`src/rtl/game_ctrl_fsm.sv`:
```
// game_ctrl_fsm
// Game-level control engine for Space Invaders. Owns the game state,
// BCD score, lives and the restart pulse, and picks which live enemy fires
// next using an LFSR-seeded round-robin scan.
//
// Optional feature macro: HIGH_SCORE_EN adds high_score_bcd, which captures
// the best score on every entry to VICTORY or DEFEAT and survives restart.
//
// Ports:
//   clk             system clock
//   reset           asynchronous active-low reset
//   btn_D           start/fire button (synchronised level)
//   enemy_alive     alive bitmap, bit i = enemy i
//   kill_pulse      player shot hit an enemy (1-cycle)
//   player_hit      enemy shot hit the ship (1-cycle)
//   enemy_at_bottom formation reached the ship row (level)
//   estado_jogo     00 IDLE, 01 PLAYING, 10 VICTORY, 11 DEFEAT
//   restart         1-cycle pulse re-initialising the other game blocks
//   score_bcd       4-digit BCD score, saturates at 9999
//   lives           remaining lives
//   shooter_valid   1-cycle pulse, shooter_id valid
//   shooter_id      index of the firing enemy (held between pulses)
//   high_score_bcd  best score (HIGH_SCORE_EN only)
//
// state   | meaning
// IDLE    | after reset, waiting for a button rise
// PLAYING | game running; score, lives and enemy shots active
// VICTORY | all enemies destroyed; button rise restarts
// DEFEAT  | lives exhausted or formation at bottom; button rise restarts
module game_ctrl_fsm #(
  parameter int unsigned N_ENEMY      = 24,
  parameter int unsigned LIVES_INIT   = 3,
  parameter int unsigned SHOT_PERIOD  = 25000000,
  parameter int unsigned PTS_PER_KILL = 10
) (
  input  logic               clk,
  input  logic               reset,
  input  logic               btn_D,
  input  logic [N_ENEMY-1:0] enemy_alive,
  input  logic               kill_pulse,
  input  logic               player_hit,
  input  logic               enemy_at_bottom,
  output logic [1:0]         estado_jogo,
  output logic               restart,
  output logic [15:0]        score_bcd,
  output logic [1:0]         lives,
  output logic               shooter_valid,
  output logic [4:0]         shooter_id
`ifdef HIGH_SCORE_EN
  ,
  output logic [15:0]        high_score_bcd
`endif
);

  localparam int TW = (SHOT_PERIOD > 1) ? $clog2(SHOT_PERIOD) : 1;
  localparam logic [3:0] PTS_ONES = 4'(PTS_PER_KILL % 10);
  localparam logic [3:0] PTS_TENS = 4'((PTS_PER_KILL / 10) % 10);

  typedef enum logic [1:0] {
    S_IDLE    = 2'b00,
    S_PLAYING = 2'b01,
    S_VICTORY = 2'b10,
    S_DEFEAT  = 2'b11
  } state_t;

  state_t          state_q, state_d;
  logic            btn_q;
  logic [7:0]      lfsr_q;
  logic            lfsr_fb;
  logic [TW-1:0]   timer_q;
  logic            timer_wrap;
  logic [2:0]      mask_q;
  logic            scan_active;
  logic [4:0]      scan_idx;
  logic [4:0]      scan_cnt;
  logic [4:0]      scan_idx_next;
  logic [4:0]      start_idx;
  logic [31:0]     alive_pad;
  logic            rise;
  logic            start_game;
  logic            playing;
  logic [15:0]     score_d;
  logic [1:0]      lives_d;

  // Adds PTS_PER_KILL digit by digit; a carry out of the thousands digit
  // means the true sum exceeds 9999, so the score pins at 9999.
  function automatic logic [15:0] bcd_add_sat(input logic [15:0] a);
    logic [15:0] sum;
    logic [4:0]  d;
    logic [3:0]  addend;
    logic        carry;
    sum   = '0;
    carry = 1'b0;
    for (int i = 0; i < 4; i++) begin
      addend = (i == 0) ? PTS_ONES : (i == 1) ? PTS_TENS : 4'd0;
      d = {1'b0, a[4*i +: 4]} + {1'b0, addend} + {4'd0, carry};
      if (d > 5'd9) begin
        d     = d - 5'd10;
        carry = 1'b1;
      end else begin
        carry = 1'b0;
      end
      sum[4*i +: 4] = d[3:0];
    end
    return carry ? 16'h9999 : sum;
  endfunction

  assign rise        = btn_D & ~btn_q;
  assign playing     = (state_q == S_PLAYING);
  assign start_game  = ~playing & rise;
  assign estado_jogo = state_q;
  assign lfsr_fb     = lfsr_q[7] ^ lfsr_q[5] ^ lfsr_q[4] ^ lfsr_q[3];
  assign timer_wrap  = (timer_q == TW'(SHOT_PERIOD - 1));
  assign alive_pad   = 32'(enemy_alive);

  // Fold the 5-bit LFSR slice into 0..N_ENEMY-1 with one subtraction.
  always_comb begin
    start_idx = lfsr_q[4:0];
    if ({1'b0, lfsr_q[4:0]} >= 6'(N_ENEMY))
      start_idx = 5'({1'b0, lfsr_q[4:0]} - 6'(N_ENEMY));
  end

  assign scan_idx_next = (scan_idx == 5'(N_ENEMY - 1)) ? 5'd0 : scan_idx + 5'd1;

  always_ff @(posedge clk or negedge reset) begin
    if (!reset) state_q <= S_IDLE;
    else        state_q <= state_d;
  end

  always_comb begin
    state_d = state_q;
    score_d = score_bcd;
    lives_d = lives;
    case (state_q)
      S_PLAYING: begin
        if (kill_pulse) score_d = bcd_add_sat(score_bcd);
        if (player_hit && lives != 2'd0) lives_d = lives - 2'd1;
        // Defeat is checked first so it wins over a simultaneous victory.
        if (enemy_at_bottom || (player_hit && lives == 2'd1))
          state_d = S_DEFEAT;
        else if (enemy_alive == '0 && mask_q == 3'd0)
          state_d = S_VICTORY;
      end
      default: begin
        if (rise) begin
          state_d = S_PLAYING;
          score_d = '0;
          lives_d = 2'(LIVES_INIT);
        end
      end
    endcase
  end

  always_ff @(posedge clk or negedge reset) begin
    if (!reset) begin
      btn_q         <= 1'b0;
      lfsr_q        <= 8'hA5;
      restart       <= 1'b0;
      score_bcd     <= '0;
      lives         <= 2'(LIVES_INIT);
      timer_q       <= '0;
      mask_q        <= '0;
      scan_active   <= 1'b0;
      scan_idx      <= '0;
      scan_cnt      <= '0;
      shooter_valid <= 1'b0;
      shooter_id    <= '0;
    end else begin
      btn_q         <= btn_D;
      lfsr_q        <= {lfsr_q[6:0], lfsr_fb};
      restart       <= start_game;
      score_bcd     <= score_d;
      lives         <= lives_d;
      shooter_valid <= 1'b0;
      if (start_game) begin
        timer_q     <= '0;
        // Hold off the victory check while enemy blocks reload their bitmap.
        mask_q      <= 3'd4;
        scan_active <= 1'b0;
      end else if (playing) begin
        if (mask_q != 3'd0) mask_q <= mask_q - 3'd1;
        timer_q <= timer_wrap ? '0 : timer_q + TW'(1);
        if (state_d != S_PLAYING) begin
          scan_active <= 1'b0;
        end else if (scan_active) begin
          // A wrap arriving here is dropped: the running scan owns the slot.
          if (alive_pad[scan_idx]) begin
            shooter_valid <= 1'b1;
            shooter_id    <= scan_idx;
            scan_active   <= 1'b0;
          end else if (scan_cnt == 5'(N_ENEMY - 1)) begin
            scan_active <= 1'b0;
          end else begin
            scan_idx <= scan_idx_next;
            scan_cnt <= scan_cnt + 5'd1;
          end
        end else if (timer_wrap) begin
          scan_active <= 1'b1;
          scan_idx    <= start_idx;
          scan_cnt    <= '0;
        end
      end else begin
        scan_active <= 1'b0;
      end
    end
  end

`ifdef HIGH_SCORE_EN
  always_ff @(posedge clk or negedge reset) begin
    if (!reset)
      high_score_bcd <= '0;
    else if (playing && state_d != S_PLAYING && score_d > high_score_bcd)
      // Valid BCD orders the same as plain binary, so a direct compare works.
      high_score_bcd <= score_d;
  end
`endif

endmodule

```
`config.mk`:
```
export PLATFORM = sky130hd
export DESIGN_NAME = game_ctrl_fsm
export DESIGN_NICKNAME = d
export VERILOG_FILES = /design/src/rtl/game_ctrl_fsm.sv
export SDC_FILE = /design/constraint.sdc
export NUM_CORES = 1
export LEC_CHECK = 0
export ABC_AREA = 1
export BUFFER_PORTS_ARGS = -buffer_cell sky130_fd_sc_hd__clkbuf_2
export CAP_MARGIN = 30
export CORE_MARGIN = 5
export CORE_UTILIZATION = 65
export CTS_BUF_LIST = sky130_fd_sc_hd__clkbuf_2
export DETAILED_ROUTE_END_ITERATION = 12
export PLACE_DENSITY = 0.88
export RECOVER_POWER = 100
export SKIP_CTS_REPAIR_TIMING = 1
export SYNTH_ARGS = -nofsm -noshare
export SYNTH_HDL_FRONTEND = slang
export SYNTH_SLANG_ARGS = --single-unit
```
`constraint.sdc`:
```
create_clock -name clk -period 10.7 [get_ports clk]
set_input_delay 0.535 -clock clk [delete_from_list [all_inputs] [get_ports clk]]
set_output_delay 0.535 -clock clk [all_outputs]
set_load 0.005 [all_outputs]
```
# [Yosys cells after proc, flatten, opt, wreduce, memory -nomap -nowiden]
# Index checks and enable logic that the tools add are counted.
[op_classes] mux=57 bitwise=9 n_eq_ne=11 n_reduce_logical=18 order_cmp=6 addsub=14
[ops] op="2-to-1 mux 25 bit" count=3
[ops] op="2-to-1 mux 16 bit" count=4
[ops] op="2-to-1 mux 5 bit" count=10
[ops] op="adder 25 x 1 -> 25 bit, second input constant" count=1
[ops] op="equality test 25 bit, second input constant" count=1
[ops] op="2-to-1 mux 1 bit" count=25
[ops] op="logical NOT 24 bit" count=1
[ops] op="2-to-1 mux 4 bit" count=4
[ops] op="subtractor 4 bit, second input constant" count=4
[ops] op="greater-than comparator 5 x 4 -> 1 bit, second input constant" count=3
[ops] op="2-to-1 mux 2 bit" count=7
[ops] op="adder 4 x 1 -> 5 bit" count=2
[ops] op="adder 5 x 1 -> 5 bit, second input constant" count=2
[ops] op="equality test 5 bit, second input constant" count=2
[ops] op="nonzero test 2 bit" count=5
[ops] op="2-to-1 mux 3 bit" count=3
[ops] op="less-than comparator 5 x 6 -> 1 bit, second input constant" count=1
[ops] op="!= test 2 bit, second input constant" count=3
[ops] op="AND reduction 2 bit" count=3
[ops] op="AND reduction 6 bit" count=1
[ops] op="adder 4 x 1 -> 5 bit, second input constant" count=1
[ops] op="adder 5 x 1 -> 5 bit" count=1
[ops] op="binary-select mux 1 bit (select 5 bit)" count=1
[ops] op="greater-or-equal comparator 5 bit, second input constant" count=1
[ops] op="other kinds (16)" count=26
[word_totals] word_cells=129 inputBits=30 output_inout_bits=27 register_bits=75

# [Logic depth before layout (Yosys ltp)]
[depth] depth_word=22 depth_mapped=23 ltp_nobuf=23

# [Worst setup path before layout]
# OpenSTA, ideal clock, no wires.
[synth_timing] kind="reg-to-reg" startpoint="reg score_bcd[1]" endpoint="reg score_bcd[1]" t_required_ns=10.569 arrival_ns=3.427 slack_ns=7.142 synth_period_minus_slack_ns=3.558 path_buffers=0 setup_ns=0.131 path_stages_with_launch=23 path_cell_list="dfrtp_1 > inv_1 > a21oi_1 > inv_1 > ha_1 > inv_1 > ha_1 > xnor2_1 > a21o_1 > nand2_1 > ha_1 > ha_1 > xor2_1 > o21ai_0 > nand2_1 > ha_1 > ha_1 > xnor2_1 > o211ai_1 > nand2_1 > a31oi_2 > nand3_1 > o21ai_0"
[synth_via] elab_chain_len=22 word_cells_on_any_way=26 cone_classes="4 x add/sub; 4 x order compare; 1 x eq/ne; 16 x mux; 1 x reduce/logical"
[synth_rtl] item="start: declaration" line="45" source="output logic [15:0] score_bcd,"
[synth_rtl] item="start signal: assignment" line="172" source="score_bcd <= score_d;"
[synth_rtl] item="greater-than comparator 4 bit" line="97" source="if (d > 5'd9) begin"
[synth_rtl] item="2-to-1 mux 1 bit" line="97"
[synth_rtl] item="2-to-1 mux 1 bit" line="136" source="if (kill_pulse) score_d = bcd_add_sat(score_bcd);"
[synth_rtl] item="2-to-1 mux 1 bit" line="134" source="case (state_q)"
[synth_rtl] item="adder 5 x 1 -> 5 bit" line="96" source="d = {1'b0, a[4*i +: 4]} + {1'b0, addend} + {4'd0, carry};"
[synth_rtl] item="greater-than comparator 5 x 4 -> 1 bit" line="97"
[synth_rtl] item="2-to-1 mux 1 bit" line="97"
[synth_rtl] item="2-to-1 mux 1 bit" line="136"
[synth_rtl] item="[6 not listed]"
[synth_rtl] item="adder 4 x 1 -> 5 bit" line="96"
[synth_rtl] item="greater-than comparator 5 x 4 -> 1 bit" line="97"
[synth_rtl] item="2-to-1 mux 1 bit" line="97"
[synth_rtl] item="2-to-1 mux 1 bit" line="136"
[synth_rtl] item="2-to-1 mux 1 bit" line="134"
[synth_rtl] item="2-to-1 mux 16 bit" line="105" source="return carry ? 16'h9999 : sum;"
[synth_rtl] item="2-to-1 mux 16 bit" line="136"
[synth_rtl] item="2-to-1 mux 16 bit" line="134"
# Parallel ways exist; a longest one is shown, timed or not. The select of a mux whose other input is x is not followed.
# A chain may end at the register's enable or synchronous reset.

# [Final worst setup path]
[layout_timing] startpoint="reg score_bcd[1]" endpoint="reg score_bcd[2]"
# The elaborated chain is that of the path after synthesis.

==> summary.txt <==
Outcome
  – Status: complete, but fails checks
  – Failing checks: max-capacitance violations, max-slew violations

Setup path
  – Setup crit end kind: flip-flop
  – Critical path startpoint category: flip-flop
  – CP required: about 11 ns
  – Crit path max fanout: 6
  – Worst path arrival time: approximately 4.8 ns
  – Crit path top cell by count: ha_1
  – Largest stage delay, worst path: ~0.42 ns
  – Worst Setup Path Type: reg -> reg
  – CP Cell Sequence: inv_1 -> a21oi_1 -> inv_1 -> ha_1 -> inv_1 -> ha_1 -> xnor2_1 -> a21o_1 -> nand2_1 -> ha_1 -> ha_1 -> xor2_1 -> o21ai_0 -> nand2_1 -> ha_1 -> ha_1 -> a21oi_1 -> o21ai_0 -> nand2_1 -> a31oi_1 -> nand2_1 -> o22ai_1
  – Critical path's slowest cell: dfrtp_1

Floorplanning
  – Number of cell rows: 30
  – Die Span X: 93.4 um
  – Die Span Y: 93.4 um
  – Die ar.: 8710 um2
  – Io pins: between 50 and 60
  – Initial core utilization: between 60% and 70%
  – Core area: a little under 7000 um2

Finish
  – Layout fillers: slightly above 500
  – ANT cells: 0
  – Layout Utilization: 72.6%
  – Cell area after layout: 4930 um2
  – Synth-to-layout area growth: 9.25%
  – Commonest non-fill, non-tap cells in the layout: nand2_1 (155), inv_1 (84), dfrtp_1 (69)
  – Commonest non-fill, non-tap cell in the layout: nand2_1
  – Layout Nets: 684
  – Non-filler cells, final: 739
  – Layout cell share with drive strength beyond 1: 13.4%

Job
  – Max_cap viols: 1

Yosys
  – Seq cells post-synth: 75
  – Post-synthesis net count: 631
  – Cell variety after synth: 44
  – Synthesized area: around 4500 um2
  – Syn avg cell area: 7.72 um2
  – Post-Synthesis Cells: a little under 600
  – Ys Warns: 0
  – Post-synthesis sequential area ratio: between 40% and 50%

Power
  – Peak supply drop: ~0.086 mV
  – Cell area power density: approximately 180 nW/um2
  – LEAKAGE: ~2.5 nW

STA
  – Final Skew: 0.0647 ns
  – Max-slew violations: 76
  – Final Hold Vio Count: 0
  – Rel. slew slack: -161%
  – Period Utilization, post-route: about 40%
  – RSZ-0062 raised after global routing: no
  – Fmax: 232 MHz
  – Setup tns final: 0 ns
  – Setup Viol. Count Final: 0
  – Final period demand of the worst path: around 4.3 ns
  – Worst-Margin Slew: between 3 and 4 ns

Drt
  – First-pass iteration count of the detailed router: 5
  – Via count: slightly above 4000
  – DRT Wirelength: 10.3 mm
  – DR WL/cell: 13.9 um
  – Initial drt markers: 240
  – Drt drc: 0
  – Vias per cell: between 5 and 6
  – Final ANT Viol Nets: 0

Placed design
  – DPL Wire Length: between 7 and 8 mm
  – Buffers on Ports: 56
  – Placed cell count: between 700 and 800
  – Placer Congestion: ~0.87
  – Placed cell area: around 4800 um2

CTS
  – Clk slew on worst S/H paths: about 0.21 ns
  – Cts bufs inserted: 9
  – Clk sink count: 75
  – CTS tree: built
  – Max clock buf depth: 2
  – H-tree levels: 3
  – Clk root buf: clkbuf_2
  – Worst-Skew Late Latency: ~0.54 ns

GRT
  – Vias in the first global route: slightly above 4000
  – Initial antenna violation count: 0
  – First-pass GRT wire length: ~18 mm
  – Grt total ovfl: 0
  – Global-route usage over all layers: 25.3%
  – Largest net degree at the start of global routing: 76

Min path
  – HP Class: in -> reg
-- per-stage QoR --
stage	hold slack [ns]	worst slack [ns]	total power, mW
after global routing	0.102	5.95	0.936
final	0.146	6.38	0.877
after detailed placement	0.347	6.54	0.681
after global placement	0.342	6.91	0.657
after floorplan	0.239	7.14	0.589
after CTS	0.122	6.51	0.886
-- cells by family after synthesis --
group,Yosys count,synth area share (%)
buf+inv,102,9.50
simple gates,289,30.0
xor+xnor,16,3.10
fa+ha+maj,16,4.43
compound gates,87,11.2
flops,75,41.7
-- critical path, delay by kind of cell (launching register included) --
kind,cells,cell delay (ns)
AO/OA/AOI/OAI,7,1.33
adder cells (fa/ha/maj),6,1.19
AND/OR/NAND/NOR,4,0.60
XOR/XNOR,2,0.50
flip-flops,1,0.42
buffers and inverters,3,0.23
-- where the power goes --
group,switching (mW),internal (mW),leakage [nW]
logic,0.179,0.0936,1.40
registers,0.0575,0.340,0.991
clock network,0.105,0.102,0.0888
total,0.342,0.535,2.48
-- synth_stat cells (all sizes together) --
cell	count	area (um2)
nand2	158	616
inv	87	327
dfrtp	69	1730
nand3	54	310
o21ai	48	244
nor2	46	205
ha	16	200
a21oi	13	68.8
xor2	13	114
buf	12	91.3
nand4	12	75.1
o22ai	11	68.8
nor3	9	67.6
dfstp	6	158
o211ai	6	50.1
nor3b	5	42.5
clkbuf	3	11.3
xnor2	3	26.3
a21o	2	15.0
a31oi	2	18.8
and2	2	13.8
nor4	2	18.8
o221ai	2	17.5
o31ai	2	15.0
a41oi	1	8.76
or2	1	6.26
-- flip-flops by register name (all words and copies together), names as in the netlist --
name	cells
btn_q	1
estado_jogo	2
lfsr_q	8
lives	2
mask_q	3
restart	1
scan_active	1
scan_cnt	5
scan_idx	5
score_bcd	16
shooter_id	5
shooter_valid	1
timer_q	25
-- area by class of cell --
cell class / count / area [um2] / area share [%]
multi-input combinational: 408 / 2170 / 44.0
sequential: 75 / 1880 / 38.2
inverter: 87 / 327 / 6.62
timing repair buffer: 57 / 267 / 5.40
tap: 96 / 120 / 2.43
clock inverter: 6 / 114 / 2.31
clock buffer: 10 / 50.0 / 1.01
-- final timing paths --
check | start | to | slack (ns) | cells past startpoint
max | score_bcd[1] | score_bcd[2] | 6.38 | 22
max reg2reg | score_bcd[1] | score_bcd[2] | 6.38 | 22
min | btn_D | btn_q | 0.15 | 1
min in group asynchronous | reset | score_bcd[8] | 1.42 | 2
max in group asynchronous | reset | score_bcd[3] | 7.06 | 2
min reg2reg | lfsr_q[6] | lfsr_q[7] | 0.33 | 0
-- routing by layer --
layer / wire length [um] / vias up / global-route usage (%) / share of wire [%]
met2: 5260 / 171 / 43.2 / 51
met3: 603 / 26 / 4.34 / 5.9
met4: 189 / 0 / 11.7 / 1.8
met1: 4240 / 1905 / 31.2 / 41
met5: 0 / - / 0 / 0
li1: - / 2010 / - / -
Note: power is estimated with default switching activity, not from simulation.
